## config.mk

```make
export PLATFORM = sky130hd
export DESIGN_NAME = dmem_arbiter_flat
export DESIGN_NICKNAME = d
export VERILOG_FILES = /design/src/rtl/dmem_arbiter_if.sv /design/src/rtl/dmem_arbiter.sv /design/src/flat_wrapper.sv
export SDC_FILE = /design/constraint.sdc
export NUM_CORES = 1
export LEC_CHECK = 0
export BUFFER_PORTS_ARGS = -buffer_cell sky130_fd_sc_hd__buf_4
export CAP_MARGIN = 20
export CORE_AREA = 2 2 117 119
export CTS_CLUSTER_SIZE = 24
export DETAILED_ROUTE_END_ITERATION = 7
export DIE_AREA = 0 0 119 121
export GPL_TIMING_DRIVEN = 0
export PLACE_DENSITY = 0.5
export SLEW_MARGIN = 20
export SYNTH_ARGS = -nofsm -noshare
export SYNTH_HDL_FRONTEND = slang
export SYNTH_SLANG_ARGS = --single-unit
export TNS_END_PERCENT = 100
```

## constraint.sdc

```tcl
create_clock -name clk -period 3.83 [get_ports clk]
set_input_delay 0.1915 -clock clk [delete_from_list [all_inputs] [get_ports clk]]
set_output_delay 0.1915 -clock clk [all_outputs]
set_load 0.01 [all_outputs]
```

## src/rtl/dmem_arbiter_if.sv

```systemverilog
// Bus bundle for the data-memory arbiter: CPU port, debug port and memory side.
// The arbiter uses the slave view; the driving environment uses the master view.
interface dmem_arbiter_if #(
    parameter int ADDR_W = 32,
    parameter int DATA_W = 32
);
    logic              cpu_req;
    logic              cpu_we;
    logic [ADDR_W-1:0] cpu_addr;
    logic [DATA_W-1:0] cpu_wdata;
    logic              cpu_gnt;
    logic              cpu_stall;
    logic              cpu_rvalid;
    logic [DATA_W-1:0] cpu_rdata;

    logic              dbg_req;
    logic              dbg_we;
    logic              dbg_lock;
    logic [ADDR_W-1:0] dbg_addr;
    logic [DATA_W-1:0] dbg_wdata;
    logic              dbg_gnt;
    logic              dbg_rvalid;
    logic [DATA_W-1:0] dbg_rdata;

    logic              mem_en;
    logic              mem_we;
    logic [ADDR_W-1:0] mem_addr;
    logic [DATA_W-1:0] mem_wdata;
    logic [DATA_W-1:0] mem_rdata;

    modport slave (
        input  cpu_req, cpu_we, cpu_addr, cpu_wdata,
        input  dbg_req, dbg_we, dbg_lock, dbg_addr, dbg_wdata,
        input  mem_rdata,
        output cpu_gnt, cpu_stall, cpu_rvalid, cpu_rdata,
        output dbg_gnt, dbg_rvalid, dbg_rdata,
        output mem_en, mem_we, mem_addr, mem_wdata
    );

    modport master (
        output cpu_req, cpu_we, cpu_addr, cpu_wdata,
        output dbg_req, dbg_we, dbg_lock, dbg_addr, dbg_wdata,
        output mem_rdata,
        input  cpu_gnt, cpu_stall, cpu_rvalid, cpu_rdata,
        input  dbg_gnt, dbg_rvalid, dbg_rdata,
        input  mem_en, mem_we, mem_addr, mem_wdata
    );
endinterface

```

## src/rtl/dmem_arbiter.sv

```systemverilog
// Data-memory arbiter between the pipeline MEM stage and a debug/loader port.
// CPU has priority; the debug port is forced through after STARVE_LIMIT waiting
// cycles and may lock the memory for a burst. Reads return one cycle later and
// are routed back to the port that issued them.
module dmem_arbiter #(
    parameter int ADDR_W       = 32,
    parameter int DATA_W       = 32,
    parameter int STARVE_LIMIT = 4
) (
    input logic           clk,
    input logic           rst,
    dmem_arbiter_if.slave bus
);
    typedef enum logic { ARB = 1'b0, DBG_LOCK = 1'b1 } state_e;
    typedef enum logic { OWN_CPU = 1'b0, OWN_DBG = 1'b1 } owner_e;

    localparam logic [3:0] STARVE_MAX = 4'(STARVE_LIMIT);

    // Memory is word organised: byte-offset bits never reach it.
    function automatic logic [ADDR_W-1:0] word_align(input logic [ADDR_W-1:0] a);
        logic [ADDR_W-1:0] r;
        r      = a;
        r[1:0] = 2'b00;
        return r;
    endfunction

    state_e      state_q, state_d;
    logic [3:0]  starve_cnt_q, starve_cnt_d;
    logic        rd_pend_q, rd_pend_d;
    owner_e      rd_owner_q, rd_owner_d;

    logic        force_dbg_s;
    logic        cpu_gnt_s;
    logic        dbg_gnt_s;
    logic        cpu_rvalid_s;
    logic        dbg_rvalid_s;
    logic              mem_en_s;
    logic              mem_we_s;
    logic [ADDR_W-1:0] mem_addr_s;
    logic [DATA_W-1:0] mem_wdata_s;

    // Grant decision: lock owner first, then starvation override, then CPU priority; nothing during reset.
    always_comb begin
        force_dbg_s = (state_q == ARB) && (starve_cnt_q == STARVE_MAX);
        cpu_gnt_s   = 1'b0;
        dbg_gnt_s   = 1'b0;
        if (rst) begin
            cpu_gnt_s = 1'b0;
            dbg_gnt_s = 1'b0;
        end else begin
            cpu_gnt_s = bus.cpu_req && (state_q == ARB) && !force_dbg_s;
            dbg_gnt_s = bus.dbg_req && ((state_q == DBG_LOCK) || force_dbg_s || !bus.cpu_req);
        end
    end

    // Route the granted port onto the memory bus; idle bus is all zeros.
    always_comb begin
        mem_en_s    = 1'b0;
        mem_we_s    = 1'b0;
        mem_addr_s  = {ADDR_W{1'b0}};
        mem_wdata_s = {DATA_W{1'b0}};
        if (cpu_gnt_s) begin
            mem_en_s    = 1'b1;
            mem_we_s    = bus.cpu_we;
            mem_addr_s  = word_align(bus.cpu_addr);
            mem_wdata_s = bus.cpu_wdata;
        end else if (dbg_gnt_s) begin
            mem_en_s    = 1'b1;
            mem_we_s    = bus.dbg_we;
            mem_addr_s  = word_align(bus.dbg_addr);
            mem_wdata_s = bus.dbg_wdata;
        end else begin
            mem_en_s    = 1'b0;
        end
    end

    // Next-state: read-return tag, debug starvation counter and lock state.
    always_comb begin
        rd_pend_d    = (cpu_gnt_s && !bus.cpu_we) || (dbg_gnt_s && !bus.dbg_we);
        rd_owner_d   = dbg_gnt_s ? OWN_DBG : OWN_CPU;
        starve_cnt_d = 4'd0;
        state_d      = state_q;
        if (bus.dbg_req && !dbg_gnt_s) begin
            if (starve_cnt_q < STARVE_MAX) begin
                starve_cnt_d = starve_cnt_q + 4'd1;
            end else begin
                starve_cnt_d = STARVE_MAX;
            end
        end else begin
            starve_cnt_d = 4'd0;
        end
        case (state_q)
            ARB: begin
                if (dbg_gnt_s && bus.dbg_lock) begin
                    state_d = DBG_LOCK;
                end else begin
                    state_d = ARB;
                end
            end
            DBG_LOCK: begin
                if (!bus.dbg_lock) begin
                    state_d = ARB;
                end else begin
                    state_d = DBG_LOCK;
                end
            end
            default: state_d = ARB;
        endcase
    end

    // State registers with synchronous reset.
    always_ff @(posedge clk) begin
        if (rst) begin
            state_q      <= ARB;
            starve_cnt_q <= 4'd0;
            rd_pend_q    <= 1'b0;
            rd_owner_q   <= OWN_CPU;
        end else begin
            state_q      <= state_d;
            starve_cnt_q <= starve_cnt_d;
            rd_pend_q    <= rd_pend_d;
            rd_owner_q   <= rd_owner_d;
        end
    end

    // A read tagged before reset must not surface during the reset cycle.
    assign cpu_rvalid_s = !rst && rd_pend_q && (rd_owner_q == OWN_CPU);
    assign dbg_rvalid_s = !rst && rd_pend_q && (rd_owner_q == OWN_DBG);

    assign bus.cpu_gnt    = cpu_gnt_s;
    assign bus.dbg_gnt    = dbg_gnt_s;
    assign bus.cpu_stall  = !rst && bus.cpu_req && !cpu_gnt_s;
    assign bus.cpu_rvalid = cpu_rvalid_s;
    assign bus.dbg_rvalid = dbg_rvalid_s;
    assign bus.cpu_rdata  = cpu_rvalid_s ? bus.mem_rdata : {DATA_W{1'b0}};
    assign bus.dbg_rdata  = dbg_rvalid_s ? bus.mem_rdata : {DATA_W{1'b0}};
    assign bus.mem_en     = mem_en_s;
    assign bus.mem_we     = mem_we_s;
    assign bus.mem_addr   = mem_addr_s;
    assign bus.mem_wdata  = mem_wdata_s;
endmodule

```

## src/flat_wrapper.sv

```systemverilog
// flat-port wrapper written by rule: the top's interface ports become plain ports
module dmem_arbiter_flat 
#(
    parameter int ADDR_W       = 32,
    parameter int DATA_W       = 32,
    parameter int STARVE_LIMIT = 4
)
  (clk, rst, bus_cpu_req, bus_cpu_we, bus_cpu_addr, bus_cpu_wdata, bus_dbg_req, bus_dbg_we, bus_dbg_lock, bus_dbg_addr, bus_dbg_wdata, bus_mem_rdata, bus_cpu_gnt, bus_cpu_stall, bus_cpu_rvalid, bus_cpu_rdata, bus_dbg_gnt, bus_dbg_rvalid, bus_dbg_rdata, bus_mem_en, bus_mem_we, bus_mem_addr, bus_mem_wdata);
  dmem_arbiter_if #(.ADDR_W(ADDR_W), .DATA_W(DATA_W)) bus_i ();
  input logic clk;
  input logic rst;
  input wire logic [$bits(bus_i.cpu_req)-1:0] bus_cpu_req;
  input wire logic [$bits(bus_i.cpu_we)-1:0] bus_cpu_we;
  input wire logic [$bits(bus_i.cpu_addr)-1:0] bus_cpu_addr;
  input wire logic [$bits(bus_i.cpu_wdata)-1:0] bus_cpu_wdata;
  input wire logic [$bits(bus_i.dbg_req)-1:0] bus_dbg_req;
  input wire logic [$bits(bus_i.dbg_we)-1:0] bus_dbg_we;
  input wire logic [$bits(bus_i.dbg_lock)-1:0] bus_dbg_lock;
  input wire logic [$bits(bus_i.dbg_addr)-1:0] bus_dbg_addr;
  input wire logic [$bits(bus_i.dbg_wdata)-1:0] bus_dbg_wdata;
  input wire logic [$bits(bus_i.mem_rdata)-1:0] bus_mem_rdata;
  output wire logic [$bits(bus_i.cpu_gnt)-1:0] bus_cpu_gnt;
  output wire logic [$bits(bus_i.cpu_stall)-1:0] bus_cpu_stall;
  output wire logic [$bits(bus_i.cpu_rvalid)-1:0] bus_cpu_rvalid;
  output wire logic [$bits(bus_i.cpu_rdata)-1:0] bus_cpu_rdata;
  output wire logic [$bits(bus_i.dbg_gnt)-1:0] bus_dbg_gnt;
  output wire logic [$bits(bus_i.dbg_rvalid)-1:0] bus_dbg_rvalid;
  output wire logic [$bits(bus_i.dbg_rdata)-1:0] bus_dbg_rdata;
  output wire logic [$bits(bus_i.mem_en)-1:0] bus_mem_en;
  output wire logic [$bits(bus_i.mem_we)-1:0] bus_mem_we;
  output wire logic [$bits(bus_i.mem_addr)-1:0] bus_mem_addr;
  output wire logic [$bits(bus_i.mem_wdata)-1:0] bus_mem_wdata;
  assign bus_i.cpu_req = bus_cpu_req;
  assign bus_i.cpu_we = bus_cpu_we;
  assign bus_i.cpu_addr = bus_cpu_addr;
  assign bus_i.cpu_wdata = bus_cpu_wdata;
  assign bus_i.dbg_req = bus_dbg_req;
  assign bus_i.dbg_we = bus_dbg_we;
  assign bus_i.dbg_lock = bus_dbg_lock;
  assign bus_i.dbg_addr = bus_dbg_addr;
  assign bus_i.dbg_wdata = bus_dbg_wdata;
  assign bus_i.mem_rdata = bus_mem_rdata;
  assign bus_cpu_gnt = bus_i.cpu_gnt;
  assign bus_cpu_stall = bus_i.cpu_stall;
  assign bus_cpu_rvalid = bus_i.cpu_rvalid;
  assign bus_cpu_rdata = bus_i.cpu_rdata;
  assign bus_dbg_gnt = bus_i.dbg_gnt;
  assign bus_dbg_rvalid = bus_i.dbg_rvalid;
  assign bus_dbg_rdata = bus_i.dbg_rdata;
  assign bus_mem_en = bus_i.mem_en;
  assign bus_mem_we = bus_i.mem_we;
  assign bus_mem_addr = bus_i.mem_addr;
  assign bus_mem_wdata = bus_i.mem_wdata;
  dmem_arbiter #(.ADDR_W(ADDR_W), .DATA_W(DATA_W), .STARVE_LIMIT(STARVE_LIMIT)) u_core (.clk(clk), .rst(rst), .bus(bus_i));
endmodule
```

Word level (Yosys, flattened, before mapping)
Cells that the tools add are included.
{"block": "totals", "ff_bits": 7, "latch_bits": 0, "ram_bits": 0, "rom_bits": 0, "word_cells": 53, "mem_count": 0}
{"block": "op_classes", "n_addsub": 1, "n_mul": 0, "n_div": 0, "order_cmp": 1, "n_eq_ne": 1, "shift": 0, "mux": 16, "bitwise_logic": 4, "n_reduce_logical": 25}
{"operator": "32-bit two-way mux", "n": 6}
{"operator": "1-bit logical AND", "n": 13}
{"operator": "1-bit two-way mux", "n": 8}
{"operator": "1-bit logical NOT", "n": 7}
{"operator": "4-bit by 1-bit adder with 4-bit output, second input constant", "n": 1}
{"operator": "4-bit by 3-bit equality test with 1-bit output, second input constant", "n": 1}
{"operator": "4-bit by 3-bit < comparator with 1-bit output, second input constant", "n": 1}
{"operator": "1-bit NOT", "n": 4}
{"operator": "1-bit logical OR", "n": 3}
{"operator": "3-bit two-way mux", "n": 1}
{"operator": "3-bit OR reduction", "n": 1}
{"operator": "1-bit one-hot mux with 2 select lines", "n": 1}
{"operator": "2-bit OR reduction", "n": 1}

Longest topological paths before layout
{"block": "depth", "depth_word": 10, "ltp_mapped": 7, "mapped_depth_nobuf": 5}

Worst setup path after synthesis
OpenSTA, ideal clock, no wires.
{"block": "synth_path", "path_type": "reg-to-output", "from": "register u_core.starve_cnt_q[0]", "to": "output port bus_mem_wdata[10]", "t_arrival_ns": 1.276, "required_ns": 3.638, "slack_ns": 2.363, "stages_incl_launch_ff": 8, "cell_sequence": "dfxtp_1 -> inv_1 -> ha_1 -> nand3b_4 -> and2_4 -> buf_6 -> buf_2 -> o21ai_1"}
{"block": "synth_between", "elab_chain_len": 8}
{"item": "start: declaration", "line": "dmem_arbiter.sv:28", "rtl": "logic [3:0] starve_cnt_q, starve_cnt_d;"}
{"item": "start signal: assignment", "line": "dmem_arbiter.sv:120", "rtl": "starve_cnt_q <= starve_cnt_d;"}
{"item": "4-bit by 3-bit equality test with 1-bit output (*)", "line": "dmem_arbiter.sv:44", "rtl": "force_dbg_s = (state_q == ARB) && (starve_cnt_q == STARVE_MAX);"}
{"item": "1-bit logical AND (*)", "line": "dmem_arbiter.sv:44"}
{"item": "1-bit logical OR (2 in a row)", "line": "dmem_arbiter.sv:52", "rtl": "dbg_gnt_s = bus.dbg_req && ((state_q == DBG_LOCK) || force_dbg_s || !bus.cpu_req);"}
{"item": "1-bit logical AND", "line": "dmem_arbiter.sv:52"}
{"item": "1-bit two-way mux", "line": "dmem_arbiter.sv:47", "rtl": "if (rst) begin"}
{"item": "32-bit two-way mux", "line": "dmem_arbiter.sv:67", "rtl": "end else if (dbg_gnt_s) begin"}
{"item": "32-bit two-way mux (*)", "line": "dmem_arbiter.sv:62", "rtl": "if (cpu_gnt_s) begin"}
{"item": "end: declaration", "line": "flat_wrapper.sv:32", "rtl": "output wire logic [$bits(bus_i.mem_wdata)-1:0] bus_mem_wdata;"}
Mark *: on every way between the ends. The rest lies on a longest branch, timed or not.

Worst setup path after layout
{"block": "layout_path", "from": "register u_core.starve_cnt_q[0]", "to": "output port bus_mem_addr[6]"}
{"block": "layout_between", "elab_chain_len": 8}
{"item": "4-bit by 3-bit equality test with 1-bit output (*)", "line": "dmem_arbiter.sv:44"}
{"item": "1-bit logical AND (*)", "line": "dmem_arbiter.sv:44"}
{"item": "1-bit logical OR (2 in a row)", "line": "dmem_arbiter.sv:52"}
{"item": "1-bit logical AND", "line": "dmem_arbiter.sv:52"}
{"item": "1-bit two-way mux", "line": "dmem_arbiter.sv:47"}
{"item": "32-bit two-way mux", "line": "dmem_arbiter.sv:67"}
{"item": "32-bit two-way mux (*)", "line": "dmem_arbiter.sv:62"}
{"item": "end: declaration", "line": "flat_wrapper.sv:31", "rtl": "output wire logic [$bits(bus_i.mem_addr)-1:0] bus_mem_addr;"}
Marks and branches as above.

==> results.txt <==
In this run the remaining antenna-violating nets after routing total 0. During placement, the flow inserted port buffers numbering 295. In this run the static leakage power is around 2.3 nW.

The maximum clock insertion buffer count is 2. The fraction of power consumed by combinational cells came out at 0.614. The worst path arrival time came out at 1.91 ns. The switching power total is between 0.2 and 0.25 mW. For this run, the post-layout net count is 803. The synthesized netlist cell count came out at roughly 330. In the finished design, the share of the clock period the worst path needs comes to 0.548. The highest clock rate came out at 0.477 GHz. The total congestion overflow after global routing came out at 0. The via count of the first global-routing pass came out at about 3600. The number of design-rule violations left by the first detailed-router iteration is 166. The clock latency reported for the late side of the worst-skew pair is 0.23 ns. STA classifies the critical path endpoint as an output pin. The path with the worst hold slack has its endpoint at u_core.rd_pend_q$_SDFF_PP0_. The startpoint identified for the worst hold timing path is bus_dbg_we. In this run the mean area of a mapped cell was 5.74 sq um. The max capacitance violation total is 0.

The clock period could shrink to roughly 2.1 ns. The share of synthesized registers carrying an async set or reset came out at 0. At the end of routability-driven placement, the weighted congestion stood at just over 0.8. After synthesis the netlist holds a flip-flop and latch count of 7. The number of DRC violations after detailed routing is 0. In the post-route analysis, the smallest setup slack over all paths is between 1.5 and 2 ns.

The first global-routing pass estimated 18.8 mm of wire. The number of antenna violations at the first check in global routing is 2. Setup repair after global routing left no endpoint under its margin. The count of filler cells inserted in the layout is about 1400.

The die span in y came out at between 100 and 150 microns. The max-slew violation total from the final report is 0. Clock-pin slew was measured on the worst setup and hold paths at around 0.04 ns. The setup TNS is 0 ns.

Along the worst path, the maximum fanout reaches 10. The cell total after placement is approximately 800. Among all flip-flop cells after synthesis, the most frequent one is sky130_fd_sc_hd__dfxtp_1.

The required time reported for the critical path endpoint came out at roughly 3.6 ns. The sink count of the clock tree is 7. The number of flops mapped to enable cells by yosys is 0. The total wire length after detailed routing is between 10 and 15 mm. The sequential share of power came out at 0.120. The run finished with clean final reports. The utilization after layout is 0.339. The maximum number of pins on one net before global-route repair came out at 11.

The detailed placer's ending HPWL is around 11 mm. The relative contribution of the clock network to total power came out at 0.266. The type of the worst setup path is register to output pin.

The total number of placement rows is 42. The switching fraction of total power is 0.334. The share of layout cells above drive strength 1 came out at 0.517. STA classifies the critical path startpoint as a register. The number of setup buffers added after CTS is 0. The number of hold buffers added after CTS was 0.

The starting density of the core is 0.146. The cell count of the worst reg-to-reg path came out at 7. The register-to-register path setup slack came out at about 2.4 ns. The number of primary I/O pins is 302.

The width of the die came out at between 100 and 150 microns. The post-cts repair resize count is 0. The count of final setup violators came out at 0.

The power per standard cell area is between 100 and 150 nW/um^2. The detailed router placed around 3600 vias in this run. After floorplanning, the core was sized to cover 13100 sq um. In this run the number of H-tree levels came out at 1. The mean number of vias per cell came out at about 4.5. The summed instance area of the synthesized netlist is ~1900 sq um. The final cell count without fillers came out at 811. Hold is met by around 0.19 ns. The internal power is between 0.4 and 0.5 mW. Counting the buffers created by CTS gives 3.

The path class of the lowest-slack min-delay path is input pin to register. Across the VDD grid, the largest voltage drop is 0.000111 V. The maximum clock skew at final layout is approximately 0.0029 ns. The post-placement worst setup slack is between 1.5 and 2 ns.

Yosys printed 0 warnings. In this run, distinct cell masters in the synthesized netlist total 31. The per-cell routed wire length came out at about 16 microns. In this run the critical register-to-register path is captured at u_core.rd_pend_q$_SDFF_PP0_. The first-pass iteration count of the detailed router came out at 4. The instance count along the most critical hold path came out at 2. The overall die area is about 14000 sq um. The sequential cell area fraction in the yosys report is 0.0736. The combined global-route utilization of all metal layers came out at 0.163. Clock tree synthesis selected as its root buffer the cell sky130_fd_sc_hd__clkbuf_16. The startpoint identified for the worst register-to-register timing path is u_core.starve_cnt_q[0]$_SDFF_PP0_. TritonCTS built the clock tree. Relative to the synthesized area, the layout overhead comes to 133%. The final hold violation count is 0.
power by group through the flow:
stage	clock (mW)	sequential (mW)	combinational [mW]
6_report	0.173	0.0782	0.400
2_1_floorplan	0	0.0787	0.145
4_1_cts	0.178	0.0782	0.403
3_5_place_dp	0	0.0793	0.402
3_3_place_gp	0	0.0790	0.399
5_1_grt	0.186	0.0785	0.434
synth_stat cells (2+ instances only):
cell / n / share of area
sky130_fd_sc_hd__and2_1: 64 / 0.21
sky130_fd_sc_hd__and3_1: 2 / 0.0066
sky130_fd_sc_hd__buf_2: 17 / 0.045
sky130_fd_sc_hd__buf_4: 5 / 0.020
sky130_fd_sc_hd__buf_6: 2 / 0.012
sky130_fd_sc_hd__clkbuf_1: 18 / 0.035
sky130_fd_sc_hd__dfxtp_1: 7 / 0.074
sky130_fd_sc_hd__ha_1: 2 / 0.013
sky130_fd_sc_hd__inv_1: 2 / 0.0039
sky130_fd_sc_hd__nand2_1: 65 / 0.13
sky130_fd_sc_hd__nand4_1: 63 / 0.21
sky130_fd_sc_hd__nor2_1: 5 / 0.0099
sky130_fd_sc_hd__o21ai_0: 36 / 0.095
sky130_fd_sc_hd__o21ai_1: 27 / 0.071
sequential cells by signal, indices dropped and copies added, names as in the netlist:
register / cells
u_core.rd_owner_q: 1
u_core.state_q: 1
u_core.starve_cnt_q: 4
u_core.rd_pend_q: 1
critical path: stages (launching register included):
cell,delay (ns)
sky130_fd_sc_hd__dfxtp_1,0.36
sky130_fd_sc_hd__inv_1,0.06
sky130_fd_sc_hd__ha_1,0.22
sky130_fd_sc_hd__nand3b_4,0.11
sky130_fd_sc_hd__and2_4,0.17
sky130_fd_sc_hd__clkbuf_1,0.35
sky130_fd_sc_hd__o21ai_0,0.23
sky130_fd_sc_hd__buf_4,0.19
layer usage:
layer  vias up  track usage  part of all wire
met1      1617        0.182              0.38
li1       1764            -                 -
met5         -            0                 0
met2       219        0.309              0.51
met3        14       0.0315             0.085
met4         0       0.0565             0.027
per-stage QoR:
step	instance area (sq um)	power [mW]
after CTS	4430	0.659
after global routing	4430	0.698
after global placement	4350	0.478
final	4430	0.652
after detailed placement	4350	0.481
after floorplan	1910	0.224
placed cells by master, fill, tap and decap left out, types with 2 or more instances in the layout:
cell,instances
sky130_fd_sc_hd__buf_4,300
sky130_fd_sc_hd__clkbuf_16,3
sky130_fd_sc_hd__diode_2,2
sky130_fd_sc_hd__nand2_1,65
sky130_fd_sc_hd__o21ai_0,36
sky130_fd_sc_hd__nor2_1,5
sky130_fd_sc_hd__and2_1,64
sky130_fd_sc_hd__conb_1,3
sky130_fd_sc_hd__ha_1,2
sky130_fd_sc_hd__buf_2,17
sky130_fd_sc_hd__nand4_1,63
sky130_fd_sc_hd__dfxtp_1,7
sky130_fd_sc_hd__o21ai_1,27
sky130_fd_sc_hd__clkbuf_1,19
sky130_fd_sc_hd__inv_1,2
sky130_fd_sc_hd__buf_6,2
sky130_fd_sc_hd__and3_1,2
layout make-up:
type                       instances  area, sq um  area share
timing repair buffer             295         2210       0.500
multi-input combinational        281         1540       0.348
tap                              176          220      0.0497
buffer                            43          216      0.0489
sequential                         7          140      0.0316
clock buffer                       4         78.8      0.0178
inverter                           3         11.3     0.00254
antenna                            2         5.00     0.00113
kinds of logic (layout without fill, tap and decap cells):
group           after synthesis  count (layout)  share of synthesized area
compound gates               67              67                      0.183
simple gates                209             209                      0.609
buf+inv                      46             345                      0.120
flops                         7               7                     0.0736
other cells                   1               5                    0.00197
fa+ha+maj                     2               2                     0.0131
how the worst max path moves through the flow:
stage	to	slack [ns]	from
6_report	bus_mem_addr[6]	1.73	u_core.starve_cnt_q[0]$_SDFF_PP0_
4_1_cts	bus_mem_addr[6]	1.73	u_core.starve_cnt_q[0]$_SDFF_PP0_
5_1_grt	bus_mem_addr[6]	1.64	u_core.starve_cnt_q[0]$_SDFF_PP0_
3_3_place_gp	bus_mem_addr[12]	2.00	u_core.starve_cnt_q[0]$_SDFF_PP0_
2_1_floorplan	bus_mem_wdata[10]	2.36	u_core.starve_cnt_q[0]$_SDFF_PP0_
3_5_place_dp	bus_mem_addr[6]	1.99	u_core.starve_cnt_q[0]$_SDFF_PP0_
Note: power is estimated with default switching activity, not from simulation.
